[config.mk]
export PLATFORM = sky130hd
export DESIGN_NAME = alu_arbiter
export DESIGN_NICKNAME = d
export VERILOG_FILES = /design/src/rtl/alu_arbiter.sv
export SDC_FILE = /design/constraint.sdc
export NUM_CORES = 1
export LEC_CHECK = 0
export CORE_MARGIN = 1.5
export CORE_UTILIZATION = 38
export DETAILED_ROUTE_END_ITERATION = 16
export GPL_TIMING_DRIVEN = 0
export PLACE_DENSITY_LB_ADDON = 0.2
export SYNTH_ARGS = -nofsm -noshare
export SYNTH_HDL_FRONTEND = slang
export SYNTH_SLANG_ARGS = --single-unit
[constraint.sdc]
create_clock -name i_clk -period 2.3 [get_ports i_clk]
set_clock_uncertainty 0.1 [all_clocks]
set_input_delay 0.345 -clock i_clk [delete_from_list [all_inputs] [get_ports i_clk]]
set_output_delay 0.345 -clock i_clk [all_outputs]
set_load 0.005 [all_outputs]
[src/rtl/alu_arbiter.sv]
// Round-robin arbiter sharing one combinational ALU between two requesters.
// One op in flight at a time: IDLE (grant) -> EXEC (ALU driven) -> RESP (broadcast).
module alu_arbiter #(
  parameter int W       = 16,
  parameter bit RR_INIT = 1'b0
) (
  input  logic         i_clk,
  input  logic         i_rst,

  input  logic         i_req0_vld,
  input  logic [W-1:0] i_req0_src0,
  input  logic [W-1:0] i_req0_src1,
  input  logic [3:0]   i_req0_op,
  input  logic [3:0]   i_req0_shamt,
  output logic         o_req0_rdy,

  input  logic         i_req1_vld,
  input  logic [W-1:0] i_req1_src0,
  input  logic [W-1:0] i_req1_src1,
  input  logic [3:0]   i_req1_op,
  input  logic [3:0]   i_req1_shamt,
  output logic         o_req1_rdy,

  output logic [W-1:0] o_alu_src0,
  output logic [W-1:0] o_alu_src1,
  output logic [3:0]   o_alu_op,
  output logic [3:0]   o_alu_shamt,
  input  logic [W-1:0] i_alu_dst,
  input  logic         i_alu_ov,
  input  logic         i_alu_zr,
  input  logic         i_alu_neg,

  output logic         o_rsp_vld,
  output logic         o_rsp_id,
  output logic [W-1:0] o_rsp_dst,
  output logic [2:0]   o_flags0,
  output logic [2:0]   o_flags1,
  output logic         o_busy
);

  typedef enum logic [1:0] {
    S_IDLE = 2'd0,
    S_EXEC = 2'd1,
    S_RESP = 2'd2
  } state_t;

  state_t         r_state;
  state_t         w_state_next;
  logic           r_ptr;
  logic [W-1:0]   r_src0;
  logic [W-1:0]   r_src1;
  logic [3:0]     r_op;
  logic [3:0]     r_shamt;
  logic           r_id;
  logic [W-1:0]   r_rsp_dst;

  logic [1:0]     w_vld;
  logic [W-1:0]   w_src0  [2];
  logic [W-1:0]   w_src1  [2];
  logic [3:0]     w_op    [2];
  logic [3:0]     w_shamt [2];
  logic [2:0]     w_flags [2];
  logic           w_any;
  logic           w_winner;
  logic           w_xfer;
  logic           w_wr_all;
  logic           w_wr_zr;

  assign w_vld      = {i_req1_vld, i_req0_vld};
  assign w_src0[0]  = i_req0_src0;
  assign w_src0[1]  = i_req1_src0;
  assign w_src1[0]  = i_req0_src1;
  assign w_src1[1]  = i_req1_src1;
  assign w_op[0]    = i_req0_op;
  assign w_op[1]    = i_req1_op;
  assign w_shamt[0] = i_req0_shamt;
  assign w_shamt[1] = i_req1_shamt;

  // Pointer only breaks ties; a lone valid requester always wins.
  always_comb begin
    w_any    = |w_vld;
    w_winner = (&w_vld) ? r_ptr : w_vld[1];
    w_xfer   = (r_state == S_IDLE) && w_any;
  end

  assign o_req0_rdy = w_xfer && !w_winner;
  assign o_req1_rdy = w_xfer &&  w_winner;

  always_ff @(posedge i_clk or posedge i_rst) begin
    if (i_rst) begin
      r_state <= S_IDLE;
    end else begin
      r_state <= w_state_next;
    end
  end

  always_comb begin
    w_state_next = r_state;
    case (r_state)
      S_IDLE:  if (w_any) w_state_next = S_EXEC;
      S_EXEC:  w_state_next = S_RESP;
      S_RESP:  w_state_next = S_IDLE;
      default: w_state_next = S_IDLE;
    endcase
  end

  always_comb begin
    o_busy      = (r_state != S_IDLE);
    o_rsp_vld   = (r_state == S_RESP);
    o_rsp_id    = r_id;
    o_rsp_dst   = r_rsp_dst;
    o_alu_src0  = r_src0;
    o_alu_src1  = r_src1;
    o_alu_op    = r_op;
    o_alu_shamt = r_shamt;
    o_flags0    = w_flags[0];
    o_flags1    = w_flags[1];
  end

  always_ff @(posedge i_clk or posedge i_rst) begin
    if (i_rst) begin
      r_ptr   <= RR_INIT;
      r_src0  <= '0;
      r_src1  <= '0;
      r_op    <= '0;
      r_shamt <= '0;
      r_id    <= 1'b0;
    end else if (w_xfer) begin
      r_src0  <= w_src0[w_winner];
      r_src1  <= w_src1[w_winner];
      r_op    <= w_op[w_winner];
      r_shamt <= w_shamt[w_winner];
      r_id    <= w_winner;
      r_ptr   <= ~w_winner;
    end
  end

  always_ff @(posedge i_clk or posedge i_rst) begin
    if (i_rst) begin
      r_rsp_dst <= '0;
    end else if (r_state == S_EXEC) begin
      r_rsp_dst <= i_alu_dst;
    end
  end

  // Flag classes: add/sub write all flags, ops 3..7 write only zero, the rest write none.
  always_comb begin
    w_wr_all = (r_op == 4'b0000) || (r_op == 4'b0010);
    w_wr_zr  = !r_op[3] && (r_op[2] || (r_op[1:0] == 2'b11));
  end

  generate
    for (genvar gi = 0; gi < 2; gi++) begin : gen_flags
      logic [2:0] r_flags;
      always_ff @(posedge i_clk or posedge i_rst) begin
        if (i_rst) begin
          r_flags <= 3'b000;
        end else if ((r_state == S_EXEC) && (r_id == 1'(gi))) begin
          if (w_wr_all) begin
            r_flags <= {i_alu_ov, i_alu_zr, i_alu_neg};
          end else if (w_wr_zr) begin
            r_flags[1] <= i_alu_zr;
          end
        end
      end
      assign w_flags[gi] = r_flags;
    end
  endgenerate

endmodule

Word level (Yosys, flattened, before mapping). Cells that the tools add are included.

Input port bits: 103. Logic and storage cells: 58. Register bits after elaboration: 66.

Bitwise gates (word level): 3. Reductions and logical operators: 20. Order comparisons: 1. Muxes and demuxes: 17. Equal/unequal tests: 5.

Operators by type and width (count): two-way mux 16 bit (6); two-way mux 4 bit (6); AND reduction 2 bit (5); logical AND 1 bit (6); == test 2 bit (second input constant) (2); == test 4 x 2 -> 1 bit (second input constant) (1); logical NOT 4 bit (1); case mux 2 bit (2 select lines) (1); nonzero test 2 bit (2); two-way mux 1 bit (3); == test 2 x 1 -> 1 bit (second input constant) (1); greater-or-equal comparator 2 bit (second input constant) (1); logical NOT 1 bit (2); logical NOT 2 bit (1); logical OR 1 bit (2); two-way mux 2 bit (1); inequality test 2 bit (second input constant) (1); NOT 1 bit (2); NOT 1 -> 2 bit (1); OR reduction 2 bit (1).

Logic depth before layout (Yosys ltp).
Depth in word-level cells: 6. Mapped depth: 6.

Worst setup path after synthesis. Ideal clock, no wire load.

Path type: register -> output. Start: register r_state[0]. End: output port o_req0_rdy. Buffers on the path: 1. Arrival time: 1.121 ns. Setup slack: 0.734 ns. Cell stages (with the launch flop): 5. Data required time: 1.855 ns. Cell sequence: dfrtp_1 nor2_2 inv_2 a211oi_4 buf_6.

Cells in the longest elaborated chain, start to end: 3.

RTL lines: start, declared (line 47) `state_t r_state;`; start signal, assigned (line 93) `r_state <= w_state_next;`; logical NOT 2 bit (line 83) `w_xfer = (r_state == S_IDLE) && w_any;`; logical AND 1 bit (line 83); logical AND 1 bit (line 86) `assign o_req0_rdy = w_xfer && !w_winner;`; end, declared (line 15) `output logic o_req0_rdy,`.

Every way passes these cells.

Worst setup path after layout.
Start: register r_state[1]. End: output port o_req1_rdy.

Cells in the longest elaborated chain, start to end: 3.

RTL lines: logical NOT 2 bit (line 83); logical AND 1 bit (line 83); logical AND 1 bit (line 87) `assign o_req1_rdy = w_xfer && w_winner;`; end, declared (line 22) `output logic o_req1_rdy,`.

Every way passes these cells.

==> flow_metrics.tcl <==
set metrics [dict create \
    holdCritStartpoint "o_rsp_dst[0]$_DFFE_PP0N_" \
    final_common_cell "clkdlybuf4s50_1" \
    r2r_slack_ns 0.64 \
    avgViaCountPerCell 5.18 \
    avgSynthCellArea_um2 11.9 \
    vias 2718 \
    period_needed_ns 2.19 \
    worstPathCellList "nor2_4 > o211a_1 > buf_6 > clkdlybuf4s50_1" \
    synth_cells 242 \
    fin_nets 525 \
    netlist_top_cells_area "dfrtp_1 (57%), a221o_1 (14%), o21a_1 (10%)" \
    synth_cell_type_count 23 \
    hold_viol 0 \
    fmax_mhz 456 \
    fin_ws_ns 0.109 \
    drtIter0Drc 74 \
    die_area_mm2 0.00812 \
    endpoint_kind "primary output" \
    start_util_pct 39.6 \
    wl_um 8490 \
    cts_buffers 9 \
    yosysTopAreaCell "dfrtp_1" \
    grt_max_degree 67 \
    grt_pass1_vias 2758 \
    maxSlewViolCount 0 \
    slowest_delay_ns 0.52 \
    grt_pass1_wl_um 13700 \
    gp_congestion 0.787 \
    cp-startpoint "r_state[1]$_DFFE_PP0P_" \
    cts_max_path_buffers 2 \
    maxCapViolCount 0 \
    cp.buffers_inverters 2 \
    required_ns 1.86 \
    drc 0 \
    ant_nets 0 \
    regToRegEndpoint "o_alu_src1[2]$_DFFE_PP0P_" \
    antenna_found_initial 0 \
    crit_path_max_fanout 15 \
    post-place-cells 510 \
    worstMarginPinSlew_ns 0.815 \
    peakVddDrop_mv 0.536 \
    ys_seq_area_share_pct 57.3 \
    synth_top_area_share_pct 57.3 \
    path_class "reg -> out" \
    post-route-util_pct 67.6 \
    ios 170 \
    crit_arrival_ns 1.75 \
    synthesis.nets 345 \
    cts.clk_slew.worst_paths_ns 0.07 \
    clk_latency_ns 0.33 \
    yosys_warnings 0 \
    grt_overflow 0 \
    finalCritPeriodShare_pct 95.3 \
    setup.worst_path.start_class "flop" \
    final_cell_mix "clkdlybuf4s50_1 (167), dfrtp_1 (66), nand2_1 (50), o21a_1 (40), a221o_1 (40)" \
    total_leakage_power_nw 2.10 \
    cp.depth 4 \
    io_buffers 169 \
    crit_end "o_req1_rdy" \
    htree_levels 3 \
    cp_slowest_cell "clkdlybuf4s50_1" \
    cts.sinks 66 \
    rsz0062_at_grt "no" \
    hold_buffers 0 \
    setup_viol 0 \
    preCtsSetupSlack_ns -0.123 \
    wl_per_cell_um 16.2 \
    drive_above_1_share_pct 7.75 \
    instances_no_fill 525 \
    max-slew-margin-rel_pct 45.6 \
    syn_area_mm2 0.00288 \
    fp.dieH_um 90.1 \
    chipWidth_um 90.1 \
    dr.pass1.iters 4 \
    dpl.hpwl_um 6090 \
    fin_setup_tns_ns 0 \
    p_per_area_mw_per_mm2 1260 \
    synth-seq-cells 66 \
    critPathTopFamily "buffers and inverters" \
    cts_tree "yes" \
    insertedDiodeCount 0 \
    r2r_cells 5 \
    hp-class "reg -> reg" \
    run_status "complete, no violations" \
    area_delta_synth_final_pct 70.8 \
    core_area_mm2 0.00729 \
    r2r-start "r_state[1]$_DFFE_PP0P_" \
    grt_use_total_pct 21.2 \
    rows 31 \
    root_buffer "clkbuf_8" \
]
## logic make-up after synthesis
kind of cell	after synthesis	share of synthesized area, %
buf+inv	24	5.34
simple gates	62	9.37
flops	66	57.3
compound gates	84	25.7
mux	6	2.34
## Yosys cell counts
cell and count:
buf_2 3, buf_6 8, clkbuf_1 7, nor2b_1 1, a221o_1 40, nand2_1 50
buf_1 2, mux2_1 5, a211oi_4 1, o21ai_0 2, nor2_2 1, nor4_1 2
nor4b_2 1, dfrtp_1 66, nor3b_1 1, nor2_1 2, inv_2 3, nor4b_1 1
o211a_1 1, mux2_2 1, inv_1 1, nand2b_1 3, o21a_1 40
## state kept, by name, summed over array words and instances, names as in the netlist
register and cells:
o_rsp_id 1, r_ptr 1, o_rsp_dst 16, o_flags1 3
o_alu_src1 16, r_state 2, o_alu_src0 16, o_alu_op 4
o_flags0 3, o_alu_shamt 4
## metal layers
metal	vias up	wire length [µm]	global-route usage, %
met5	-	0	0
met3	12	671	6.43
met1	1329	3620	27.2
met2	124	4060	33.5
met4	0	140	8.47
li1	1253	-	-
## power breakdown
group          internal, W  leakage [nW]  switching (W)  total (W)
sequential         0.00173         0.811       0.000353    0.00209
clock             0.000666         0.110       0.000421    0.00109
combinational      0.00188          1.18        0.00115    0.00303
total              0.00428          2.10        0.00193    0.00620
## repair_timing
| action | CTS | global route |
|---|---|---|
| pin swaps | 2 | 0 |
| gates resized for setup | 5 | 1 |
| endpoints found under the setup margin | 3 | 1 |
| buffers inserted | 1 | 0 |
## worst min-delay path by stage
| stage | end | slack (ns) | depth (start not counted) |
|---|---|---|---|
| after floorplan | o_rsp_dst[0]$_DFFE_PP0N_ | 0.35 | 2 |
| after global placement | o_rsp_dst[6]$_DFFE_PP0N_ | 0.36 | 2 |
| after global routing | o_rsp_dst[9]$_DFFE_PP0N_ | 0.39 | 2 |
| after CTS | o_rsp_dst[10]$_DFFE_PP0N_ | 0.38 | 2 |
| final | o_rsp_dst[0]$_DFFE_PP0N_ | 0.37 | 2 |
| after detailed placement | o_rsp_dst[0]$_DFFE_PP0N_ | 0.36 | 2 |
## through the flow
step / hold slack, ns / total power, W / area [µm²]
floorplan: 0.350 / 0.00347 / 2880
global placement: 0.358 / 0.00507 / 4700
detailed placement: 0.362 / 0.00513 / 4700
CTS: 0.378 / 0.00625 / 4920
global route: 0.394 / 0.00659 / 4930
finish: 0.374 / 0.00620 / 4930
## layout make-up
type,instances,area (µm²)
plain buffers,19,135
clock buffers,13,159
clock inverters,2,60.1
fillers,588,2360
inverters,4,17.5
multi-input cells,152,1080
flip-flops and latches,66,1650
well taps,99,124
repair buffers,170,1700
## tightest hold or removal path, delay by kind of cell (launching register included)
family           cells  cell delay, ns
flip-flops           1            0.34
AND/OR/NAND/NOR      2            0.10
Note: power is estimated with default switching activity, not from simulation.
